`src/rtl/div_32_seq.sv`:
```
`default_nettype none
// ============================================================================
// Module   : div_32_seq
// Brief    : Iterative restoring divider, signed/unsigned, one quotient bit
//            per clock, start/busy/done handshake with registered results.
// Revision : 1.0 - initial release
// ============================================================================
module div_32_seq #(
    parameter int W = 32
) (
    input  logic         clk,
    input  logic         rst,
    input  logic         start,
    input  logic [W-1:0] a,
    input  logic [W-1:0] b,
    input  logic         signed_in,
    output logic         busy,
    output logic         done,
    output logic [W-1:0] quotient,
    output logic [W-1:0] remainder,
    output logic         div_by_zero,
    output logic         overflow
);

    localparam int           c_cnt_w = $clog2(W + 1);
    localparam logic [c_cnt_w-1:0] c_last  = c_cnt_w'(W - 1);
    localparam logic [W-1:0] c_min   = {1'b1, {(W-1){1'b0}}};

    typedef enum logic [1:0] {
        S_IDLE = 2'd0,
        S_CALC = 2'd1,
        S_FIN  = 2'd2
    } state_t;

    state_t r_state;
    state_t w_next;

    // Working registers: r_dvd shifts the dividend out at the top while the
    // quotient bits enter at the bottom, so it ends up holding |q|.
    logic [W-1:0]       r_dvd;
    logic [W-1:0]       r_rem;
    logic [W-1:0]       r_bmag;
    logic [c_cnt_w-1:0] r_cnt;
    logic               r_q_neg;
    logic               r_r_neg;
    logic               r_dz;
    logic               r_ov;

    logic               w_accept;
    logic [W-1:0]       w_a_mag;
    logic [W-1:0]       w_b_mag;
    logic               w_is_zero;
    logic               w_is_ovf;
    logic [W:0]         w_rem_sh;
    logic [W:0]         w_trial;
    logic               w_borrow;

    assign w_accept  = (r_state == S_IDLE) && start;
    assign w_a_mag   = (signed_in && a[W-1]) ? -a : a;
    assign w_b_mag   = (signed_in && b[W-1]) ? -b : b;
    assign w_is_zero = (b == '0);
    assign w_is_ovf  = signed_in && (a == c_min) && (b == '1);

    // Trial subtraction is one bit wider so the top bit is the borrow.
    assign w_rem_sh  = {r_rem, r_dvd[W-1]};
    assign w_trial   = w_rem_sh - {1'b0, r_bmag};
    assign w_borrow  = w_trial[W];

    assign busy      = (r_state != S_IDLE);

    // State register.
    always_ff @(posedge clk or posedge rst) begin
        if (rst) begin
            r_state <= S_IDLE;
        end else begin
            r_state <= w_next;
        end
    end

    // Next-state logic; fast paths skip CALC entirely.
    always_comb begin
        w_next = r_state;
        case (r_state)
            S_IDLE: begin
                if (start) begin
                    w_next = (w_is_zero || w_is_ovf) ? S_FIN : S_CALC;
                end
            end
            S_CALC: begin
                if (r_cnt == c_last) begin
                    w_next = S_FIN;
                end
            end
            S_FIN:   w_next = S_IDLE;
            default: w_next = S_IDLE;
        endcase
    end

    // Operand capture at acceptance and one restoring iteration per CALC cycle.
    always_ff @(posedge clk or posedge rst) begin
        if (rst) begin
            r_dvd   <= '0;
            r_rem   <= '0;
            r_bmag  <= '0;
            r_cnt   <= '0;
            r_q_neg <= 1'b0;
            r_r_neg <= 1'b0;
            r_dz    <= 1'b0;
            r_ov    <= 1'b0;
        end else if (w_accept) begin
            r_bmag <= w_b_mag;
            r_cnt  <= '0;
            r_dz   <= w_is_zero;
            r_ov   <= w_is_ovf;
            if (w_is_zero) begin
                // Final values preloaded raw; no sign fix on the way out.
                r_dvd   <= '1;
                r_rem   <= a;
                r_q_neg <= 1'b0;
                r_r_neg <= 1'b0;
            end else if (w_is_ovf) begin
                r_dvd   <= a;
                r_rem   <= '0;
                r_q_neg <= 1'b0;
                r_r_neg <= 1'b0;
            end else begin
                r_dvd   <= w_a_mag;
                r_rem   <= '0;
                r_q_neg <= signed_in && (a[W-1] ^ b[W-1]);
                r_r_neg <= signed_in && a[W-1];
            end
        end else if (r_state == S_CALC) begin
            r_rem <= w_borrow ? w_rem_sh[W-1:0] : w_trial[W-1:0];
            r_dvd <= {r_dvd[W-2:0], ~w_borrow};
            r_cnt <= r_cnt + 1'b1;
        end
    end

    // Result registers load only in FIN and hold otherwise; done pulses once.
    always_ff @(posedge clk or posedge rst) begin
        if (rst) begin
            quotient    <= '0;
            remainder   <= '0;
            div_by_zero <= 1'b0;
            overflow    <= 1'b0;
            done        <= 1'b0;
        end else begin
            done <= (r_state == S_FIN);
            if (r_state == S_FIN) begin
                quotient    <= r_q_neg ? -r_dvd : r_dvd;
                remainder   <= r_r_neg ? -r_rem : r_rem;
                div_by_zero <= r_dz;
                overflow    <= r_ov;
            end
        end
    end

endmodule
`default_nettype wire
```
`config.mk`:
```
export PLATFORM = sky130hd
export DESIGN_NAME = div_32_seq
export DESIGN_NICKNAME = d
export VERILOG_FILES = /design/src/rtl/div_32_seq.sv
export SDC_FILE = /design/constraint.sdc
export NUM_CORES = 1
export LEC_CHECK = 0
export BUFFER_PORTS_ARGS = -buffer_cell sky130_fd_sc_hd__buf_2
export CORE_MARGIN = 2
export CORE_UTILIZATION = 29
export CTS_CLUSTER_DIAMETER = 80
export CTS_CLUSTER_SIZE = 25
export DETAILED_ROUTE_END_ITERATION = 8
export PLACE_DENSITY = 0.57
export SYNTH_ARGS = -nofsm -noshare
export SYNTH_HDL_FRONTEND = slang
export SYNTH_SLANG_ARGS = --single-unit
export TNS_END_PERCENT = 20
```
`constraint.sdc`:
```
create_clock -name clk -period 5.8 [get_ports clk]
set_input_delay 1.45 -clock clk [delete_from_list [all_inputs] [get_ports clk]]
set_output_delay 1.45 -clock clk [all_outputs]
set_load 0.02 [all_outputs]
```
[Yosys cells after proc, flatten, opt, wreduce, memory -nomap -nowiden]
Index checks and enable logic that the tools add are counted.
Operators by class
  $add $sub $neg: 6
  reductions and logical operators: 12
  equality and inequality tests: 7
  multiplexer cells: 22
  bitwise operators: 2
Operators with widths (count)
  $mux 32: 12
  $neg 32->32: 4
  $eq 32x32->1 const B: 2
  $sub 33x32->33: 1
  $logic_not 32->1: 1
  $mux 6: 2
  $add 6x1->6 const B: 1
  $eq 6x5->1 const B: 1
  $logic_and 1x1->1: 6
  $mux 2: 3
  $mux 1: 4
  $ne 2x2->1 const B: 2
  $pmux 2 s2: 1
  $reduce_bool 2->1: 2
  $eq 2x1->1 const B: 1
  $eq 2x2->1 const B: 1
  $logic_not 2->1: 1
  $reduce_and 2->1: 1
  $logic_or 1x1->1: 1
  $not 1->1: 1
  $xor 1x1->1: 1
Word-level totals
  flip-flop bits (word level): 175
  word-level logic and storage cells: 63
  output and inout port bits: 68
  bits of input ports: 68

[Logic depth before layout (Yosys ltp)]
Gate-level depths: netlist of run 1.
  depth in word-level cells: 7
  mapped depth: 14
  depth with buffers taken out: 12

[Least setup slack after synthesis of run 1]
No wires, ideal clock.
  path type: input port to flip-flop
  start: input port b[18]
  end: register r_rem[25]
  buffers on the path: 2
  library setup time: 0.094 ns
  path slack: 1.841 ns
  data required time: 5.706 ns
  arrival time: 3.865 ns
  stages on the path: 9
  path through: or4_4 -> or3_1 -> or3_4 -> or4_4 -> nor3_4 -> buf_6 -> buf_12 -> a31oi_1 -> a211oi_1
On the way
  word-level cells in the longest chain between the ends: 3
Ends and longest elaborated chain
  from (decl): RTL line 15  | input logic [W-1:0] b,
  $logic_not 32->1: RTL line 61  | assign w_is_zero = (b == '0);
  $mux 32: RTL line 115  | if (w_is_zero) begin
  $mux 32: RTL line 110  | end else if (w_accept) begin
  to (signal assigned): RTL line 133  | r_rem <= w_borrow ? w_rem_sh[W-1:0] : w_trial[W-1:0];
  to (decl): RTL line 41  | logic [W-1:0] r_rem;
No other way between the ends.
A chain may end at the register's enable or synchronous reset.

[Final worst setup path of run 1]
  start: input port b[18]
  end: register r_rem[8]
The elaborated chain is that of the path after synthesis.

==> results.yml, run 1 <==
timing:
  final.setup.worst_slack_ns: 1.66
  setup_viol: 0
  finalHoldViolations: 0
  tightest_slew_ns: 1.08
  finalClockSkew_ns: 0.00931
  rsz0062_at_grt: "false"
  min_period_ns: 4.14
  max_freq_ghz: 0.242
  drv_slew: 0
  slew_headroom: 0.278
  tns_ns: 0
  period_share: 0.713
floorplanning:
  start_util: 0.293
  core_area_um2: 39600
  die_w_um: 204
  io_pins: 136
  die-area_um2: 41700
  die_h_um: 204
  placementRows: 73
setup_path:
  cp_slowest_stage_delay_ns: 0.87
  end_kind: "register"
  crit_chain: "buf_2 > or4_4 > or3_1 > or3_4 > or4_4 > nor4_4 > a22oi_1 > o21ai_0"
  crit_slowest_cell: "nor4_4"
  critical_path_required_ns: 6.16
  cpMostUsedCell: "or4_4"
  worst_ep_arrival_time_ns: 4.49
  start_kind: "input pin"
  critPathMaxFanout: 18
  path_class: "in -> reg"
power:
  power_uw: 8160
  p_leak_uw: 0.00593
  clkPwrFrac: 0.144
  p_seq_frac: 0.287
  combPwrFrac: 0.569
  p_sw_uw: 3890
  ir_drop_v: 0.000310
  powerDensity_nw_per_um2: 611
  swShare: 0.476
  intPower_uw: 4270
cts:
  cts_buffers: 17
  insertion_delay_ns: 0.44
  ctsLongestPathBuffers: 2
  cts.reportedPaths.clkPinSlew_ns: 0.07
  root_buffer: "clkbuf_16"
  cts_hold_buf: 0
  cts_setup_buffers: 0
  clock_sinks: 175
  post_cts_resized: 0
  cts_tree: "done"
  h-tree-depth: 4
final_layout:
  fillers: 4222
  layout-drive-gt1-share: 0.134
  seq_area_um2: 4380
  multi_input_area_um2: 6740
  area_delta_synth_final_pct: 14.9
  fin_nets: 1585
synthesis:
  yosysWarnings: 0
  synth_top_cell_by_area: "dfrtp_1"
  synth-edff-count: 0
  synth_area_leaders: "dfrtp_1 (38%), o21ai_0 (7.4%), nand2_1 (7.3%)"
  synth_cell_type_count: 63
  ys.flop_type: "dfrtp_1"
  syn-num-nets: 1499
  syn_avg_cell_area_um2: 8.35
  synth_top_area_share: 0.377
  async_reset_ff_frac: 1.00
  ys_seq_area_frac: 0.377
  synth-seq-cells: 175
  postSynthCellCount: 1392
  synth_area_um2: 11600
hold_path:
  hp-class: "reg -> reg"
placement:
  hpwl_mm: 27.1
  routabilityCongestion: 0.874
  place_ws_ns: 1.20
  portBuffers: 135
route:
  antenna_left: 0
  vias_per_cell: 5.11
  first_pass_iters: 5
  routed_wl_mm: 35.8
  drc: 0
  vias: 10300
  wire_per_inst_um: 17.7
  drtIter0Drc: 796
grt:
  grt_max_degree: 176
  grtUsageTotal: 0.172
  antenna_found_initial: 6
  overflow: 0
  grt_first_pass_wirelength_mm: 57.0
  grt_pass1_vias: 10000
run_status:
  outcome: "finished, final reports clean"
job:
  maxCapViolCount: 0
-- sequential cells by signal (all words and copies together) (netlist names) --
name / cells
r_rem: 32
r_dvd: 32
r_q_neg: 1
overflow: 1
quotient: 32
done: 1
div_by_zero: 1
r_cnt: 6
remainder: 32
r_r_neg: 1
r_dz: 1
r_bmag: 32
r_ov: 1
r_state: 2
-- worst max-delay path: cells and delay by family --
family          cells  cell delay (ns)
simple gates        5             2.63
compound gates      2             0.27
buf+inv             1             0.14
-- per-stage QoR --
stage	utilization	instance area (µm²)	instances	hold slack, ns
floorplan	-	11600	1392	0.438
global placement	0.322	12800	1984	0.457
detailed placement	0.322	12800	1984	0.458
CTS	0.337	13300	2016	0.478
global route	0.337	13400	2019	0.487
finish	0.337	13400	2021	0.470
-- layer usage --
metal / share of wire / track usage / vias to the layer above
li1: - / - / 5118
met1: 0.49 / 0.243 / 4958
met2: 0.45 / 0.273 / 216
met3: 0.038 / 0.0257 / 39
met4: 0.022 / 0.0505 / 4
met5: 0.00075 / 0 / -
-- area by class of cell --
class / instances / share of cell area
multi-input combinational: 1083 / 0.504
sequential: 175 / 0.328
clock inverter: 15 / 0.0126
inverter: 56 / 0.0160
clock buffer: 17 / 0.0318
tap: 525 / 0.0492
antenna: 5 / 0.000937
timing repair buffer: 145 / 0.0571
-- cells in the mapped netlist, drive strengths merged (17+ instances only) --
library cell    n
inv            56
mux2i          24
ha             38
o31ai          29
o21ai         174
a21oi          83
a21o           29
xor2           94
a32oi          20
nand4          18
nand2         226
clkbuf         63
nor2           65
nor3           40
dfrtp         175
nand3          17
xnor2          55
-- cells in the final DEF, fill, tap and decap left out, drive strengths merged, types with 3 or more instances in the layout --
cell type / synthesis / routed
nand2: 226 / 226
dfrtp: 175 / 175
o21ai: 174 / 174
buf: 15 / 145
xor2: 94 / 94
a21oi: 83 / 83
nor2: 65 / 65
inv: 56 / 63
xnor2: 55 / 55
nor3: 40 / 40
ha: 38 / 38
o31ai: 29 / 29
a21o: 29 / 29
mux2i: 24 / 24
a32oi: 20 / 20
nand4: 18 / 18
nand3: 17 / 17
clkbuf: 63 / 17
o41ai: 15 / 15
a211oi: 15 / 15
nand2b: 15 / 15
a31oi: 14 / 14
or3: 14 / 14
a22oi: 11 / 11
or4: 11 / 11
nor2b: 9 / 9
and3: 9 / 9
or2: 8 / 8
o211ai: 8 / 8
diode: 0 / 5
nor4: 5 / 5
clkinvlp: 0 / 4
and2: 4 / 4
a21boi: 3 / 3
a221o: 3 / 3
o21bai: 3 / 3
clkinv: 0 / 3
-- worst paths after layout --
path | start | endpoint | slack [ns] | cells after the start
setup reg to reg | r_dvd[31] | r_rem[11] | 1.76 | 13
min in group asynchronous | rst | remainder[4] | 1.22 | 3
hold / removal | overflow | overflow | 0.47 | 2
setup / recovery | b[18] | r_rem[8] | 1.66 | 8
hold reg to reg | overflow | overflow | 0.47 | 2
max in group asynchronous | rst | r_bmag[19] | 3.70 | 3
-- logic make-up (layout without fill, tap and decap cells) --
| kind of cell | count (synthesis) | after routing | share of synthesized area |
|---|---|---|---|
| AO/OA/AOI/OAI | 423 | 423 | 0.222 |
| buffers and inverters | 134 | 233 | 0.0467 |
| multiplexers | 24 | 24 | 0.0207 |
| AND/OR/NAND/NOR | 448 | 448 | 0.179 |
| adder cells (fa/ha/maj) | 39 | 39 | 0.0426 |
| flip-flops | 175 | 175 | 0.377 |
| other | 0 | 5 | 0 |
| XOR/XNOR | 149 | 149 | 0.112 |
-- power groups by stage --
stage / clock network, µW / registers [µW] / logic, µW
finish: 1180 / 2340 / 4640
global route: 1250 / 2410 / 5210
CTS: 1200 / 2330 / 4640
detailed placement: 0 / 2350 / 4620
global placement: 0 / 2330 / 4570
floorplan: 0 / 2100 / 3650
Note: power is estimated with default switching activity, not from simulation.
==> inputs of run 2 (changes only) <==
clock period = 3.61 ns   (was 5.8 ns; I/O delays follow)
==> results.yml, run 2 (synthesis results as in run 1) <==
hold_path:
  hp-class: "in -> async"
route:
  vias_per_cell: 5.17
  routed_wl_mm: 37.3
  antenna_left: 0
  drc: 0
  wire_per_inst_um: 17.9
  first_pass_iters: 5
  vias: 10800
  drtIter0Drc: 894
setup_path:
  critPathMaxFanout: 25
  r2r-end: "r_rem[11]"
  cp_slowest_stage_delay_ns: 0.45
  crit_chain: "inv_1 > ha_1 > fa_1 > nand2b_1 > a21oi_1 > o21ai_0 > a21oi_1 > a21oi_1 > xnor2_2 > buf_12 > mux2i_1 > o21ai_0 > a22o_1"
  crit_slowest_cell: "dfrtp_1"
  path_class: "reg -> reg"
  crit_family: "compound AO/OA/AOI/OAI gates"
  worst_ep_arrival_time_ns: 3.83
  crit_buf_inv: 2
  start_kind: "register"
  rrSetupSlack_ns: 0.13
  end_kind: "register"
  r2r-start: "r_dvd[31]"
  cpMostUsedCell: "a21oi_1"
  reg2reg_depth: 13
  critical_path_required_ns: 3.96
timing:
  finalHoldViolations: 0
  tightest_slew_ns: 1.25
  min_period_ns: 3.48
  period_share: 0.964
  drv_slew: 0
  finalClockSkew_ns: 0.0140
  rsz0062_at_grt: "false"
  slew_headroom: 0.167
  setup_viol: 0
  max_freq_ghz: 0.287
  final.setup.worst_slack_ns: 0.129
  hold_ws_ns: 0.358
floorplanning:
  placementRows: 73
  core_area_um2: 39600
  die-area_um2: 41700
  io_pins: 136
  die_h_um: 204
  start_util: 0.293
  die_w_um: 204
grt:
  busiest_layer: "met2"
  antenna_found_initial: 7
  grt_max_degree: 133
  overflow: 0
  grt_first_pass_wirelength_mm: 58.8
  grtUsageTotal: 0.179
  met2_usage: 0.272
  gr-usage-met3: 0.0368
  grt_use_met1: 0.250
  grt_pass1_vias: 10400
cts:
  ctsLongestPathBuffers: 2
  insertion_delay_ns: 0.46
  cts.reportedPaths.clkPinSlew_ns: 0.08
  cts_hold_buf: 0
  cts_buffers: 17
  cts_setup_buffers: 0
  cts_tree: "done"
  h-tree-depth: 4
  clock_sinks: 175
  root_buffer: "clkbuf_16"
  post_cts_resized: 0
placement:
  hpwl_mm: 28.6
  routabilityCongestion: 0.878
  placed_area_um2: 13300
  dpl.cell_count: 2048
  place_ws_ns: -0.244
  portBuffers: 135
power:
  combPwrFrac: 0.600
  p_seq_frac: 0.261
  swShare: 0.473
  clkPwrFrac: 0.140
  p_leak_uw: 0.00626
  ir_drop_v: 0.000422
  intPower_uw: 7150
  powerDensity_nw_per_um2: 977
  p_sw_uw: 6410
  power_uw: 13600
final_layout:
  final_common_cell: "nand2_1"
  fin_area_um2: 13900
  area_delta_synth_final_pct: 19.4
  stdcell_count: 2083
  layout_common_cells: "nand2_1 (224), dfrtp_1 (175), o21ai_0 (173), buf_2 (135), xor2_1 (94)"
  fillers: 4168
  fin_nets: 1649
  layout-drive-gt1-share: 0.170
job:
  maxCapViolCount: 0
run_status:
  outcome: "finished, final reports clean"
run 2: area by class of cell:
class                           count  area [µm²]  share of cell area
Antenna cell                        3        7.51            0.000541
Clock buffer                       17         425              0.0306
Clock inverter                     15         170              0.0123
Inverter                           56         214              0.0154
Multi-Input combinational cell   1083        6740               0.485
Sequential cell                   175        4380               0.315
Tap cell                          525         657              0.0473
Timing Repair Buffer              209        1290              0.0932
run 2: stage by stage:
stage	setup TNS, ns	util
detailed placement	-4.56	0.335
CTS	0	0.350
finish	0	0.350
global route	0	0.350
floorplan	0	-
global placement	-2.80	0.335
run 2: worst max-delay path by stage:
| stage | startpoint | end | depth (start not counted) | slack, ns |
|---|---|---|---|---|
| 2_1_floorplan | b[18] | r_rem[25] | 9 | 0.20 |
| 3_3_place_gp | a[9] | r_dvd[13] | 10 | -0.19 |
| 3_5_place_dp | a[9] | r_dvd[10] | 10 | -0.24 |
| 4_1_cts | r_dvd[31] | r_rem[11] | 13 | 0.15 |
| 5_1_grt | r_dvd[31] | r_rem[5] | 13 | 0.009 |
| 6_report | r_dvd[31] | r_rem[11] | 13 | 0.13 |
run 2: power groups by stage:
stage | registers, µW | logic (µW) | clock network (µW)
after floorplan | 3370 | 5870 | 0
final | 3540 | 8130 | 1890
after global placement | 3520 | 7940 | 0
after CTS | 3510 | 8080 | 1930
after global routing | 3630 | 9070 | 2020
after detailed placement | 3550 | 8060 | 0
run 2: per-layer routing:
layer,up-vias,wire length [µm]
li1,5240,-
met1,5185,17600
met2,285,16500
met3,61,1990
met4,8,1130
met5,-,39
run 2: worst register-to-register path, cell delays in order (launching register included):
cell and delay, ns:
dfrtp_1 0.45, inv_1 0.15, ha_1 0.26, fa_1 0.39, nand2b_1 0.21, a21oi_1 0.23
o21ai_0 0.20, a21oi_1 0.31, a21oi_1 0.20, xnor2_2 0.21, buf_12 0.21, mux2i_1 0.23
o21ai_0 0.13, a22o_1 0.22
==> inputs of run 3 (changes only) <==
SETUP_SLACK_MARGIN = 0.15   (was default)
==> results.yml, run 3 (synthesis results as in run 1) <==
timing:
  period_share: 0.918
  drv_slew: 0
  tns_ns: 0
  tightest_slew_ns: 1.25
  rsz0062_at_grt: "false"
  setup_viol: 0
  finalClockSkew_ns: 0.0138
  slew_headroom: 0.165
  finalHoldViolations: 0
  max_freq_ghz: 0.302
  min_period_ns: 3.32
grt:
  grt_pass1_vias: 10400
  grtUsageTotal: 0.179
  grt_first_pass_wirelength_mm: 58.8
  overflow: 0
  grt_max_degree: 133
  antenna_found_initial: 7
setup_path:
  reg2reg_depth: 13
  r2r-start: "r_dvd[31]"
  critPathMaxFanout: 6
  crit_slowest_cell: "or4_1"
  path_class: "in -> reg"
  r2r-end: "r_rem[11]"
  worst_ep_arrival_time_ns: 3.58
  crit_chain: "buf_2 > or4_1 > or2_2 > or4_1 > nor3_2 > or2_2 > buf_12 > a21oi_1 > xnor2_1 > a32oi_1"
  cp-startpoint: "a[9]"
  cp_slowest_stage_delay_ns: 0.64
  rrSetupSlack_ns: 0.32
  end_kind: "register"
  start_kind: "input pin"
  crit_buf_inv: 2
  crit_end: "r_dvd[29]"
  crit_family: "simple AND/OR/NAND/NOR gates"
  critical_path_required_ns: 3.88
  crit_cells: 10
route:
  vias: 10800
  first_pass_iters: 5
  drtIter0Drc: 875
  antenna_left: 0
  routed_wl_mm: 37.3
  wire_per_inst_um: 17.9
  drc: 0
  vias_per_cell: 5.19
cts:
  root_buffer: "clkbuf_16"
  clock_sinks: 175
  cts_setup_buffers: 0
  h-tree-depth: 4
  cts.reportedPaths.clkPinSlew_ns: 0.07
  cts_tree: "done"
  ctsLongestPathBuffers: 2
  insertion_delay_ns: 0.46
  cts_buffers: 17
floorplanning:
  core_area_um2: 39600
  die_w_um: 204
  die-area_um2: 41700
  start_util: 0.293
  die_h_um: 204
  io_pins: 136
  placementRows: 73
final_layout:
  fillers: 4168
  multi_input_area_um2: 6750
  seq_area_um2: 4380
  stdcell_count: 2083
  post-route-util: 0.351
  layout_common_cells: "nand2_1 (224), dfrtp_1 (175), o21ai_0 (172), buf_2 (135), xor2_1 (94)"
  final_common_cell: "nand2_1"
  fin_nets: 1649
  layout-drive-gt1-share: 0.172
  area_delta_synth_final_pct: 19.5
job:
  maxCapViolCount: 0
power:
  powerDensity_nw_per_um2: 977
  ir_drop_v: 0.000421
  p_leak_uw: 0.00626
placement:
  hpwl_mm: 28.6
  dpl.cell_count: 2048
  portBuffers: 135
  routabilityCongestion: 0.878
run_status:
  outcome: "finished, final reports clean"
hold_path:
  hp-class: "in -> async"
## run 3: area by class of cell
type | instances | area share
multi-input combinational | 1083 | 0.486
sequential | 175 | 0.315
timing repair buffer | 209 | 0.0931
tap | 525 | 0.0473
clock buffer | 17 | 0.0306
inverter | 56 | 0.0154
clock inverter | 15 | 0.0122
antenna | 3 | 0.000540
## run 3: worst min-delay path by stage
stage / to / cells after the start / slack (ns)
floorplan: overflow / 2 / 0.44
global placement: overflow / 2 / 0.45
detailed placement: overflow / 2 / 0.46
CTS: remainder[7] / 2 / 0.35
global route: remainder[7] / 2 / 0.36
finish: remainder[7] / 2 / 0.36
## run 3: timing repair
item / 4_1_cts / 5_1_grt
endpoints found under the setup margin: 0 / 29
hold buffers: 0 / 0
resized for setup: 0 / 4
## run 3: layer usage
metal | share of wire | vias up | track usage
li1 | - | 5240 | -
met1 | 0.47 | 5175 | 0.250
met4 | 0.030 | 8 | 0.0665
met5 | 0.0014 | - | 0
met2 | 0.44 | 316 | 0.272
met3 | 0.057 | 62 | 0.0368
## run 3: per-stage QoR
stage,instance area [µm²],setup WS [ns],power (µW),hold WS [ns]
global placement,13300,-0.188,11500,0.453
detailed placement,13300,-0.244,11600,0.462
CTS,13900,0.153,13500,0.351
global route,13900,0.161,14800,0.355
finish,13900,0.295,13600,0.356
floorplan,11600,0.199,9240,0.438
## run 3: power by group
| part | total [µW] | leakage (µW) | internal [µW] | switching (µW) |
|---|---|---|---|---|
| clock network | 1890 | 0.000288 | 935 | 955 |
| logic | 8150 | 0.00373 | 3530 | 4620 |
| registers | 3530 | 0.00224 | 2700 | 837 |
